==> src/rtl/mem_access_stage_if.sv <==
// -----------------------------------------------------------------------------
// mem_access_stage_if
// Data-memory bus between the MEM pipeline stage (master) and the data memory
// (slave), using a req/ack handshake.
//
// Signals:
//   mem_req    master->slave  request, held high until ack or abort
//   mem_we     master->slave  1 = write, 0 = read
//   mem_addr   master->slave  32-bit byte address
//   mem_wdata  master->slave  32-bit store data
//   mem_ack    slave->master  completion, sampled on posedge while mem_req=1
//   mem_rdata  slave->master  read data, valid in the cycle mem_ack=1
// -----------------------------------------------------------------------------
interface mem_access_stage_if;
  logic        mem_req;
  logic        mem_we;
  logic [31:0] mem_addr;
  logic [31:0] mem_wdata;
  logic        mem_ack;
  logic [31:0] mem_rdata;

  modport master (
    output mem_req,
    output mem_we,
    output mem_addr,
    output mem_wdata,
    input  mem_ack,
    input  mem_rdata
  );

  modport slave (
    input  mem_req,
    input  mem_we,
    input  mem_addr,
    input  mem_wdata,
    output mem_ack,
    output mem_rdata
  );
endinterface

==> src/rtl/mem_access_stage.sv <==
// -----------------------------------------------------------------------------
// mem_access_stage
// Pipeline MEM stage fed by the EX/MEM register. Non-memory instructions pass
// straight into the MEM/WB register. Loads/stores are issued on the data-memory
// bus with a req/ack handshake; the front of the pipeline is stalled while an
// access is outstanding, and an access with no ack after MAX_WAIT ACCESS cycles
// is aborted (instruction squashed, one-cycle bus_err pulse).
//
// Parameters:
//   MAX_WAIT   ACCESS cycles without ack before abort (1..255)
//
// Optional feature (compile-time macro):
//   MEM_ALIGN_CHECK_EN  when defined, a memory op whose address has
//                       aluresult2[1:0] != 0 is not issued; it is squashed
//                       and bus_err pulses on the following cycle.
//
// Ports:
//   clk, rst_n                        clock, asynchronous active-low reset
//   aluresult2, rtresult2, desreg2    EX/MEM data fields
//   MemRead2, MemWrite2,
//   MemtoReg2, Regwrite2              EX/MEM control bits
//   bus                               data-memory bus (master modport)
//   stall                             combinational upstream hold request
//   bus_err                           registered one-cycle abort pulse
//   wb_readdata, wb_aluresult,
//   wb_desreg, wb_MemtoReg,
//   wb_Regwrite                       MEM/WB pipeline register
// -----------------------------------------------------------------------------
module mem_access_stage #(
  parameter int unsigned MAX_WAIT = 15
) (
  input  logic                       clk,
  input  logic                       rst_n,
  input  logic [31:0]                aluresult2,
  input  logic [31:0]                rtresult2,
  input  logic [4:0]                 desreg2,
  input  logic                       MemRead2,
  input  logic                       MemWrite2,
  input  logic                       MemtoReg2,
  input  logic                       Regwrite2,
  mem_access_stage_if.master         bus,
  output logic                       stall,
  output logic                       bus_err,
  output logic [31:0]                wb_readdata,
  output logic [31:0]                wb_aluresult,
  output logic [4:0]                 wb_desreg,
  output logic                       wb_MemtoReg,
  output logic                       wb_Regwrite
);

  typedef enum logic {
    ST_IDLE   = 1'b0,
    ST_ACCESS = 1'b1
  } state_t;

  // wait_cnt value in the last ACCESS cycle before the access is abandoned
  localparam logic [7:0] LAST_WAIT = 8'(MAX_WAIT - 1);

  state_t      state_r;
  logic [7:0]  wait_cnt_r;
  logic        mem_req_r;
  logic        mem_we_r;
  logic [31:0] mem_addr_r;
  logic [31:0] mem_wdata_r;
  logic        bus_err_r;
  logic [4:0]  lat_desreg_r;
  logic        lat_memtoreg_r;
  logic        lat_regwrite_r;

  logic [31:0] wb_readdata_r;
  logic [31:0] wb_aluresult_r;
  logic [4:0]  wb_desreg_r;
  logic        wb_memtoreg_r;
  logic        wb_regwrite_r;

  logic        mem_op_s;
  logic        misalign_s;
  logic        issue_s;
  logic        abort_s;
  logic        stall_s;
  logic [31:0] wb_readdata_s;
  logic [31:0] wb_aluresult_s;
  logic [4:0]  wb_desreg_s;
  logic        wb_memtoreg_s;
  logic        wb_regwrite_s;

  assign mem_op_s = MemRead2 | MemWrite2;

`ifdef MEM_ALIGN_CHECK_EN
  assign misalign_s = (aluresult2[1:0] != 2'b00);
`else
  assign misalign_s = 1'b0;
`endif

  assign issue_s = mem_op_s & ~misalign_s;

  // Ack has priority: abort only when the last wait cycle passes without ack.
  assign abort_s = ~bus.mem_ack & (wait_cnt_r == LAST_WAIT);

  // Upstream hold request; forced low while reset is asserted.
  always_comb begin
    stall_s = 1'b0;
    if (!rst_n) begin
      stall_s = 1'b0;
    end else begin
      case (state_r)
        ST_IDLE:   stall_s = issue_s;
        ST_ACCESS: stall_s = ~bus.mem_ack & ~abort_s;
        default:   stall_s = 1'b0;
      endcase
    end
  end

  // Next MEM/WB contents; anything not explicitly loaded is a bubble (all zero).
  always_comb begin
    wb_readdata_s  = 32'd0;
    wb_aluresult_s = 32'd0;
    wb_desreg_s    = 5'd0;
    wb_memtoreg_s  = 1'b0;
    wb_regwrite_s  = 1'b0;
    case (state_r)
      ST_IDLE: begin
        if (!mem_op_s) begin
          wb_aluresult_s = aluresult2;
          wb_desreg_s    = desreg2;
          wb_memtoreg_s  = MemtoReg2;
          wb_regwrite_s  = Regwrite2;
        end else begin
          wb_memtoreg_s  = 1'b0;
          wb_regwrite_s  = 1'b0;
        end
      end
      ST_ACCESS: begin
        if (bus.mem_ack) begin
          // mem_addr_r holds the latched ALU result of the memory instruction
          wb_aluresult_s = mem_addr_r;
          wb_desreg_s    = lat_desreg_r;
          wb_memtoreg_s  = lat_memtoreg_r;
          wb_regwrite_s  = lat_regwrite_r;
          wb_readdata_s  = mem_we_r ? 32'd0 : bus.mem_rdata;
        end else begin
          wb_memtoreg_s  = 1'b0;
          wb_regwrite_s  = 1'b0;
        end
      end
      default: begin
        wb_memtoreg_s  = 1'b0;
        wb_regwrite_s  = 1'b0;
      end
    endcase
  end

  // Access FSM: bus request, latched instruction fields, wait counter, abort pulse.
  always_ff @(posedge clk or negedge rst_n) begin
    if (!rst_n) begin
      state_r        <= ST_IDLE;
      wait_cnt_r     <= 8'd0;
      mem_req_r      <= 1'b0;
      mem_we_r       <= 1'b0;
      mem_addr_r     <= 32'd0;
      mem_wdata_r    <= 32'd0;
      bus_err_r      <= 1'b0;
      lat_desreg_r   <= 5'd0;
      lat_memtoreg_r <= 1'b0;
      lat_regwrite_r <= 1'b0;
    end else begin
      bus_err_r <= 1'b0;
      case (state_r)
        ST_IDLE: begin
          if (issue_s) begin
            state_r        <= ST_ACCESS;
            wait_cnt_r     <= 8'd0;
            mem_req_r      <= 1'b1;
            // read+write together is treated as a write
            mem_we_r       <= MemWrite2;
            mem_addr_r     <= aluresult2;
            mem_wdata_r    <= rtresult2;
            lat_desreg_r   <= desreg2;
            lat_memtoreg_r <= MemtoReg2;
            lat_regwrite_r <= Regwrite2;
          end else if (mem_op_s) begin
            // only reachable for a misaligned op when alignment checking is on
            bus_err_r <= 1'b1;
          end else begin
            state_r <= ST_IDLE;
          end
        end
        ST_ACCESS: begin
          if (bus.mem_ack) begin
            mem_req_r <= 1'b0;
            state_r   <= ST_IDLE;
          end else if (abort_s) begin
            mem_req_r <= 1'b0;
            bus_err_r <= 1'b1;
            state_r   <= ST_IDLE;
          end else begin
            wait_cnt_r <= wait_cnt_r + 8'd1;
          end
        end
        default: begin
          state_r   <= ST_IDLE;
          mem_req_r <= 1'b0;
        end
      endcase
    end
  end

  // MEM/WB pipeline register.
  always_ff @(posedge clk or negedge rst_n) begin
    if (!rst_n) begin
      wb_readdata_r  <= 32'd0;
      wb_aluresult_r <= 32'd0;
      wb_desreg_r    <= 5'd0;
      wb_memtoreg_r  <= 1'b0;
      wb_regwrite_r  <= 1'b0;
    end else begin
      wb_readdata_r  <= wb_readdata_s;
      wb_aluresult_r <= wb_aluresult_s;
      wb_desreg_r    <= wb_desreg_s;
      wb_memtoreg_r  <= wb_memtoreg_s;
      wb_regwrite_r  <= wb_regwrite_s;
    end
  end

  assign bus.mem_req   = mem_req_r;
  assign bus.mem_we    = mem_we_r;
  assign bus.mem_addr  = mem_addr_r;
  assign bus.mem_wdata = mem_wdata_r;

  assign stall         = stall_s;
  assign bus_err       = bus_err_r;
  assign wb_readdata   = wb_readdata_r;
  assign wb_aluresult  = wb_aluresult_r;
  assign wb_desreg     = wb_desreg_r;
  assign wb_MemtoReg   = wb_memtoreg_r;
  assign wb_Regwrite   = wb_regwrite_r;

endmodule
==> src/flat_wrapper.sv <==
// flat-port wrapper written by rule: the top's interface ports become plain ports
module mem_access_stage_flat 
#(
  parameter int unsigned MAX_WAIT = 15
)
  (clk, rst_n, aluresult2, rtresult2, desreg2, MemRead2, MemWrite2, MemtoReg2, Regwrite2, stall, bus_err, wb_readdata, wb_aluresult, wb_desreg, wb_MemtoReg, wb_Regwrite, bus_mem_req, bus_mem_we, bus_mem_addr, bus_mem_wdata, bus_mem_ack, bus_mem_rdata);
  mem_access_stage_if bus_i ();
  input  logic clk;
  input  logic rst_n;
  input  logic [31:0] aluresult2;
  input  logic [31:0] rtresult2;
  input  logic [4:0] desreg2;
  input  logic MemRead2;
  input  logic MemWrite2;
  input  logic MemtoReg2;
  input  logic Regwrite2;
  output logic stall;
  output logic bus_err;
  output logic [31:0] wb_readdata;
  output logic [31:0] wb_aluresult;
  output logic [4:0] wb_desreg;
  output logic wb_MemtoReg;
  output logic wb_Regwrite;
  output wire logic [$bits(bus_i.mem_req)-1:0] bus_mem_req;
  output wire logic [$bits(bus_i.mem_we)-1:0] bus_mem_we;
  output wire logic [$bits(bus_i.mem_addr)-1:0] bus_mem_addr;
  output wire logic [$bits(bus_i.mem_wdata)-1:0] bus_mem_wdata;
  input wire logic [$bits(bus_i.mem_ack)-1:0] bus_mem_ack;
  input wire logic [$bits(bus_i.mem_rdata)-1:0] bus_mem_rdata;
  assign bus_mem_req = bus_i.mem_req;
  assign bus_mem_we = bus_i.mem_we;
  assign bus_mem_addr = bus_i.mem_addr;
  assign bus_mem_wdata = bus_i.mem_wdata;
  assign bus_i.mem_ack = bus_mem_ack;
  assign bus_i.mem_rdata = bus_mem_rdata;
  mem_access_stage #(.MAX_WAIT(MAX_WAIT)) u_core (.clk(clk), .rst_n(rst_n), .aluresult2(aluresult2), .rtresult2(rtresult2), .desreg2(desreg2), .MemRead2(MemRead2), .MemWrite2(MemWrite2), .MemtoReg2(MemtoReg2), .Regwrite2(Regwrite2), .bus(bus_i), .stall(stall), .bus_err(bus_err), .wb_readdata(wb_readdata), .wb_aluresult(wb_aluresult), .wb_desreg(wb_desreg), .wb_MemtoReg(wb_MemtoReg), .wb_Regwrite(wb_Regwrite));
endmodule
==> config.mk <==
export PLATFORM = sky130hd
export DESIGN_NAME = mem_access_stage_flat
export DESIGN_NICKNAME = d
export VERILOG_FILES = /design/src/rtl/mem_access_stage_if.sv /design/src/rtl/mem_access_stage.sv /design/src/flat_wrapper.sv
export SDC_FILE = /design/constraint.sdc
export NUM_CORES = 1
export LEC_CHECK = 0
export BUFFER_PORTS_ARGS = -buffer_cell sky130_fd_sc_hd__buf_2
export CAP_MARGIN = 20
export CELL_PAD_IN_SITES_DETAIL_PLACEMENT = 0
export CELL_PAD_IN_SITES_GLOBAL_PLACEMENT = 1
export CORE_ASPECT_RATIO = 1.25
export CORE_MARGIN = 2
export CORE_UTILIZATION = 38
export CTS_BUF_LIST = sky130_fd_sc_hd__clkbuf_16
export DETAILED_ROUTE_END_ITERATION = 10
export PLACE_DENSITY_LB_ADDON = 0.1
export SETUP_SLACK_MARGIN = 0.5
export SLEW_MARGIN = 20
export SYNTH_ARGS = -nofsm -noshare
export SYNTH_HDL_FRONTEND = slang
export SYNTH_SLANG_ARGS = --single-unit
==> constraint.sdc <==
create_clock -name clk -period 1.85 [get_ports clk]
set_input_delay 0.2775 -clock clk [delete_from_list [all_inputs] [get_ports clk]]
set_output_delay 0.2775 -clock clk [all_outputs]
set_load 0.01 [all_outputs]
== After elaboration in Yosys (flattened, before gate mapping) ==
Index checks and enable logic that the tools add are counted.
Word-level totals
  register bits after elaboration: 154
  input bits: 108
  output and inout port bits: 139
  logic and storage cells: 62
Cells by class
  $add $sub $neg: 1
  eq/ne operators: 5
  mux-type cells: 32
  bitwise gates (word level): 6
  reductions and logical operators: 3
Operators with widths (number)
  two-way mux 32 bit: 5
  one-hot mux 32 bit (2 select lines): 1
  two-way mux 8 bit: 3
  one-hot mux 8 bit (2 select lines): 1
  two-way mux 1 bit: 13
  one-hot mux 1 bit (2 select lines): 6
  two-way mux 5 bit: 2
  one-hot mux 5 bit (2 select lines): 1
  adder 8 x 1 -> 8 bit (second input constant): 1
  == test 8 x 4 -> 1 bit (second input constant): 1
  inequality test 2 bit (second input constant): 2
  AND reduction 2 bit: 2
  inequality test 3 bit (second input constant): 1
  NOT 1 bit: 3
  AND reduction 3 bit: 1
  AND 1 bit: 2
  inequality test 2 x 1 -> 1 bit (second input constant): 1
  OR 1 bit: 1

== Depth between registers and ports, before layout ==
  depth after elaboration: 6
  mapped depth: 6
  mapped depth without buffers: 6

== Least setup slack after synthesis ==
Ideal clock, no wire load.
  path kind: register to output
  from: register u_core.wait_cnt_r[0]
  to: output stall
  arrival time: 1.355 ns
  required time: 1.572 ns
  slack: 0.217 ns
  stages on the path, launching flop included: 7
  cells stage by stage: dfrtp_1 -> inv_1 -> ha_1 -> nor4bb_1 -> a211o_1 -> inv_2 -> and2_1
Between the ends
  word-level cells in the longest chain between the ends: 6
Ends and longest elaborated chain
  start: declaration: RTL line mem_access_stage.sv:60  | logic [7:0] wait_cnt_r;
  start signal: assignment: RTL line mem_access_stage.sv:197  | wait_cnt_r <= wait_cnt_r + 8'd1;
  == test 8 x 4 -> 1 bit: RTL line mem_access_stage.sv:98  | assign abort_s = ~bus.mem_ack & (wait_cnt_r == LAST_WAIT);
  AND 1 bit: RTL line mem_access_stage.sv:98
  NOT 1 bit: RTL line mem_access_stage.sv:108  | ST_ACCESS: stall_s = ~bus.mem_ack & ~abort_s;
  AND 1 bit: RTL line mem_access_stage.sv:108
  one-hot mux 1 bit (2 select lines): RTL line mem_access_stage.sv:106  | case (state_r)
  two-way mux 1 bit: RTL line mem_access_stage.sv:103  | if (!rst_n) begin
  end: declaration: RTL line flat_wrapper.sv:17  | output logic stall;
No other way between the ends.

== Worst setup path after layout ==
  from: register u_core.wait_cnt_r[2]
  to: output stall
Same word-level chain as after synthesis.

==> implementation parameters <==
Parameter                              Value

Floorplanning
  Total die area    around 17000 µm²
  Core ar.    approximately 16000 µm²
  Floorplan die width    ~120 µm
  Y dimension of the die    about 140 µm
  IO Count    247
  Std-Cell Rows    a little over 50
  Initial standard-cell utilization of the core    roughly two fifths

Routing
  Via-to-Cell Ratio    4.69
  Routed wl met2    ~8500 µm
  Met1 layer wirelength in the final routing    ~6200 µm
  Vias after detailed routing    approximately 4200
  Number of optimization iterations in the first detailed-route pass    4
  Initial DRC count    ~220
  Count of unresolved DRC violations after routing    0
  Overall routed net length    16100 µm
  Antenna Violating Nets Remaining    0
  Wire length on met3    around 1200 µm
  Average wire length per cell after detail routing    approximately 18 µm
  Highest signal layer in the routed design    met4

Logic synthesis
  Part of the Yosys area used for sequential elements    64.1%
  Syn nets    480
  Most common cell in the netlist    sky130_fd_sc_hd__dfrtp_1
  Top cells by area in the synthesized netlist    sky130_fd_sc_hd__dfrtp_1 (64%), sky130_fd_sc_hd__mux2_4 (17%), sky130_fd_sc_hd__a22o_1 (5.8%)
  Number of standard cells after synthesis    370
  Count of flip-flops with a built-in enable after synthesis    0
  Dominant cell type by area after synthesis    sky130_fd_sc_hd__dfrtp_1
  Share of synthesized flip-flops with an asynchronous set or reset    100%
  Synth top cells by count    sky130_fd_sc_hd__dfrtp_1 (154), sky130_fd_sc_hd__mux2_4 (70), sky130_fd_sc_hd__a22o_1 (40), sky130_fd_sc_hd__and2_1 (35), sky130_fd_sc_hd__nand2_1 (10)
  Yosys warnings    0
  Synthesized area divided by synthesized cell count    around 16 µm²
  Portion of synthesized cell area occupied by the leading cell type    between 60% and 70%
  Syn Std Cell Area    6010 µm²
  Seq cells post-synth    between 150 and 200
  Count of unique library cells instantiated by Yosys    36
  Most instantiated flip-flop cell in the synthesis netlist    sky130_fd_sc_hd__dfrtp_1

Clock tree
  Root buf cell    sky130_fd_sc_hd__clkbuf_16
  Number of buffers created by CTS    17
  Clock slew seen by the registers of the worst setup and hold paths    approximately 60 ps
  Source-to-sink clock delay at the later pin of the worst-skew pair    approximately 410 ps
  Post-CTS Hold Buffers    0
  Clock tree sinks    around 150
  H-Tree Depth    4
  CTS tree    built
  Maximum number of buffers from clock root to sink    2

GRT
  Total global routing overflow    0
  Via count of the first global-routing pass    4391
  Maximum number of pins on one net before global-route repair    155
  Total track usage    about a fifth
  Wire length of the first global-routing pass    about 24000 µm
  Initial antenna violation count    2

Outcome
  Failing checks    setup timing
  Outcome    complete, but fails checks

Setup path
  Capturing element type of the critical path    output port
  Launch point of the critical path    u_core.wait_cnt_r[2]
  Capture instance of the worst register-to-register path    u_core.bus.mem_wdata[21]
  Register-to-register setup slack    -120 ps
  Depth of the worst register-to-register path    10
  Worst reg2reg path startpoint    u_core.state_r
  Largest fanout on the critical path    4
  Path type of the worst setup path    flip-flop to output port
  Crit path max-delay cell type    sky130_fd_sc_hd__dfrtp_2
  Endpoint arrival time on the critical path    between 1500 and 2000 ps
  Startpoint type of the worst setup path    flip-flop
  Endpoint of the most critical setup path    stall
  Worst path required time    between 1500 and 2000 ps
  Largest incremental delay on the critical path    about 430 ps
  Cell-by-cell listing of the critical path    and4bb_2 -> a211o_1 -> inv_2 -> and2_4 -> buf_6

Flow run
  Number of violations of the max-capacitance limit    0

Place
  Placed standard-cell area    around 7400 µm²
  Port buffer count    246
  Placement Setup Slack    about 110 ps
  Final estimated routing congestion in global placement    around 0.75
  Hpwl dp    between 10000 and 15000 µm

Timing
  Count of final hold-check violations    0
  Min Tclk post-route    2000 ps
  Final setup violation count    45
  Fin crit share    108%
  Clock Skew    around 5.4 ps
  Max_slew headroom    approximately 46%
  Count of final max-slew check failures    0
  Slew at the pin with the worst max-slew slack    between 800 and 900 ps
  Post-layout worst setup margin    -151 ps
  Unrepaired setup endpoints after global routing    yes
  Peak clock frequency supported by timing    approximately 0.5 GHz

Min path
  Class of the tightest hold or removal check    input port to asynchronous set/reset pin

Final layout
  Finished Cell Area    approximately 8800 µm²
  Signed area change from the synthesized netlist to the final layout    46.9%
  Post-layout utilization of the core    57.0%
  Share of post-route cells with drive strength above 1    61.1%
  Layout Nets    777

Pwr
  Power after layout    between 10 and 15 mW
  Largest vdd supply drop    approximately 0.47 mV
  Power per cell area    1150 nW/µm²
  Leakage Power    approximately 4.7 nW
final cells by class:
cell class | instances | area (µm²)
inverter | 2 | 7.51
clock buffer | 17 | 425
clock inverter | 13 | 178
tap | 212 | 265
fill | 1312 | 6680
antenna | 2 | 5.00
timing repair buffer | 299 | 2110
sequential | 154 | 3860
multi-input combinational | 193 | 1980
layer usage:
metal / global-route usage [%] / vias to the layer above
li1: - / 1896
met1: 21.7 / 2121
met2: 33.4 / 147
met3: 6.12 / 20
met4: 6.58 / 0
met5: 0 / -
cells in the final DEF (no fill, tap or decap), types with 2 or more instances in the layout:
cell type                    synthesis  routed
sky130_fd_sc_hd__nand3_1             3       3
sky130_fd_sc_hd__buf_12              8      14
sky130_fd_sc_hd__clkinv_2            0       2
sky130_fd_sc_hd__buf_16              0       9
sky130_fd_sc_hd__a22o_1             40      40
sky130_fd_sc_hd__buf_4               0      11
sky130_fd_sc_hd__mux2_4             70      72
sky130_fd_sc_hd__clkinvlp_4          0       3
sky130_fd_sc_hd__a21oi_1             4       3
sky130_fd_sc_hd__and2_1             35      33
sky130_fd_sc_hd__nand2_1            10      10
sky130_fd_sc_hd__diode_2             0       2
sky130_fd_sc_hd__bufinv_16           0       4
sky130_fd_sc_hd__clkinv_1            0       2
sky130_fd_sc_hd__o21ai_1             7       6
sky130_fd_sc_hd__buf_8               0       4
sky130_fd_sc_hd__buf_6               1      15
sky130_fd_sc_hd__dfrtp_2             0       2
sky130_fd_sc_hd__dfrtp_1           154     152
sky130_fd_sc_hd__clkbuf_16           0      19
sky130_fd_sc_hd__buf_2               5     244
cells by family (layout without fill, tap and decap cells):
family                     after synthesis  in the layout  synth area share (%)
AOI/OAI and AO/OA                       54             54                  7.12
xor gates and xnor gates                 2              2                 0.291
adders and majority gates                2              2                 0.416
buffers and inverters                   23            331                  3.85
DFF                                    154            154                  64.1
muxes                                   73             73                  18.0
other                                    0              2                     0
and+or+nand+nor                         62             62                  6.20
critical path: cells and delay by family (launching register included):
kind            cells  cell delay, ps
flops               1             430
simple gates        2             400
compound gates      1             330
buf+inv             2             160
worst min-delay path by stage:
| stage | startpoint | end | slack [ps] | depth (start not counted) |
|---|---|---|---|---|
| floorplan | rst_n | u_core.bus.mem_addr[0] | -20 | 0 |
| global placement | bus_mem_rdata[3] | u_core.wb_readdata[3] | 480 | 2 |
| detailed placement | u_core.lat_regwrite_r | u_core.wb_Regwrite | 490 | 1 |
| CTS | bus_mem_rdata[3] | u_core.wb_readdata[3] | 50 | 2 |
| global route | bus_mem_rdata[25] | u_core.wb_readdata[25] | 50 | 2 |
| finish | rst_n | u_core.wb_desreg[4] | 20 | 2 |
per-stage QoR:
step | TNS (ps) | hold WS (ps) | instances
after detailed placement | 0 | 485 | 820
after floorplan | 0 | -18.1 | 370
final | -4390 | 16.5 | 892
after CTS | -3430 | 52.4 | 883
after global placement | 0 | 485 | 820
after global routing | -6500 | 50.6 | 892
what timing repair did:
| item | 4_1_cts | 5_1_grt |
|---|---|---|
| setup endpoints to repair | 114 | 123 |
| setup buffers | 25 | 4 |
| gates resized for setup | 47 | 8 |
| pin swaps | 45 | 40 |
| gates cloned | 8 | 3 |
registers in the layout (all words and copies together), names as in the netlist:
| name | count |
|---|---|
| u_core.lat_desreg_r | 5 |
| u_core.bus.mem_req | 1 |
| u_core.state_r | 1 |
| u_core.wb_MemtoReg | 1 |
| u_core.bus_err | 1 |
| u_core.lat_memtoreg_r | 1 |
| u_core.wb_aluresult | 32 |
| u_core.wb_desreg | 5 |
| u_core.bus.mem_we | 1 |
| u_core.lat_regwrite_r | 1 |
| u_core.bus.mem_addr | 32 |
| u_core.wait_cnt_r | 8 |
| u_core.wb_readdata | 32 |
| u_core.wb_Regwrite | 1 |
| u_core.bus.mem_wdata | 32 |
where the power goes:
part	internal (mW)	switching, mW	total [mW]
Combinational	1.41	1.03	2.44
Sequential	3.89	0.295	4.18
Clock	2.23	1.34	3.57
Total	7.53	2.66	10.2
(Power assumes the default switching activity.)
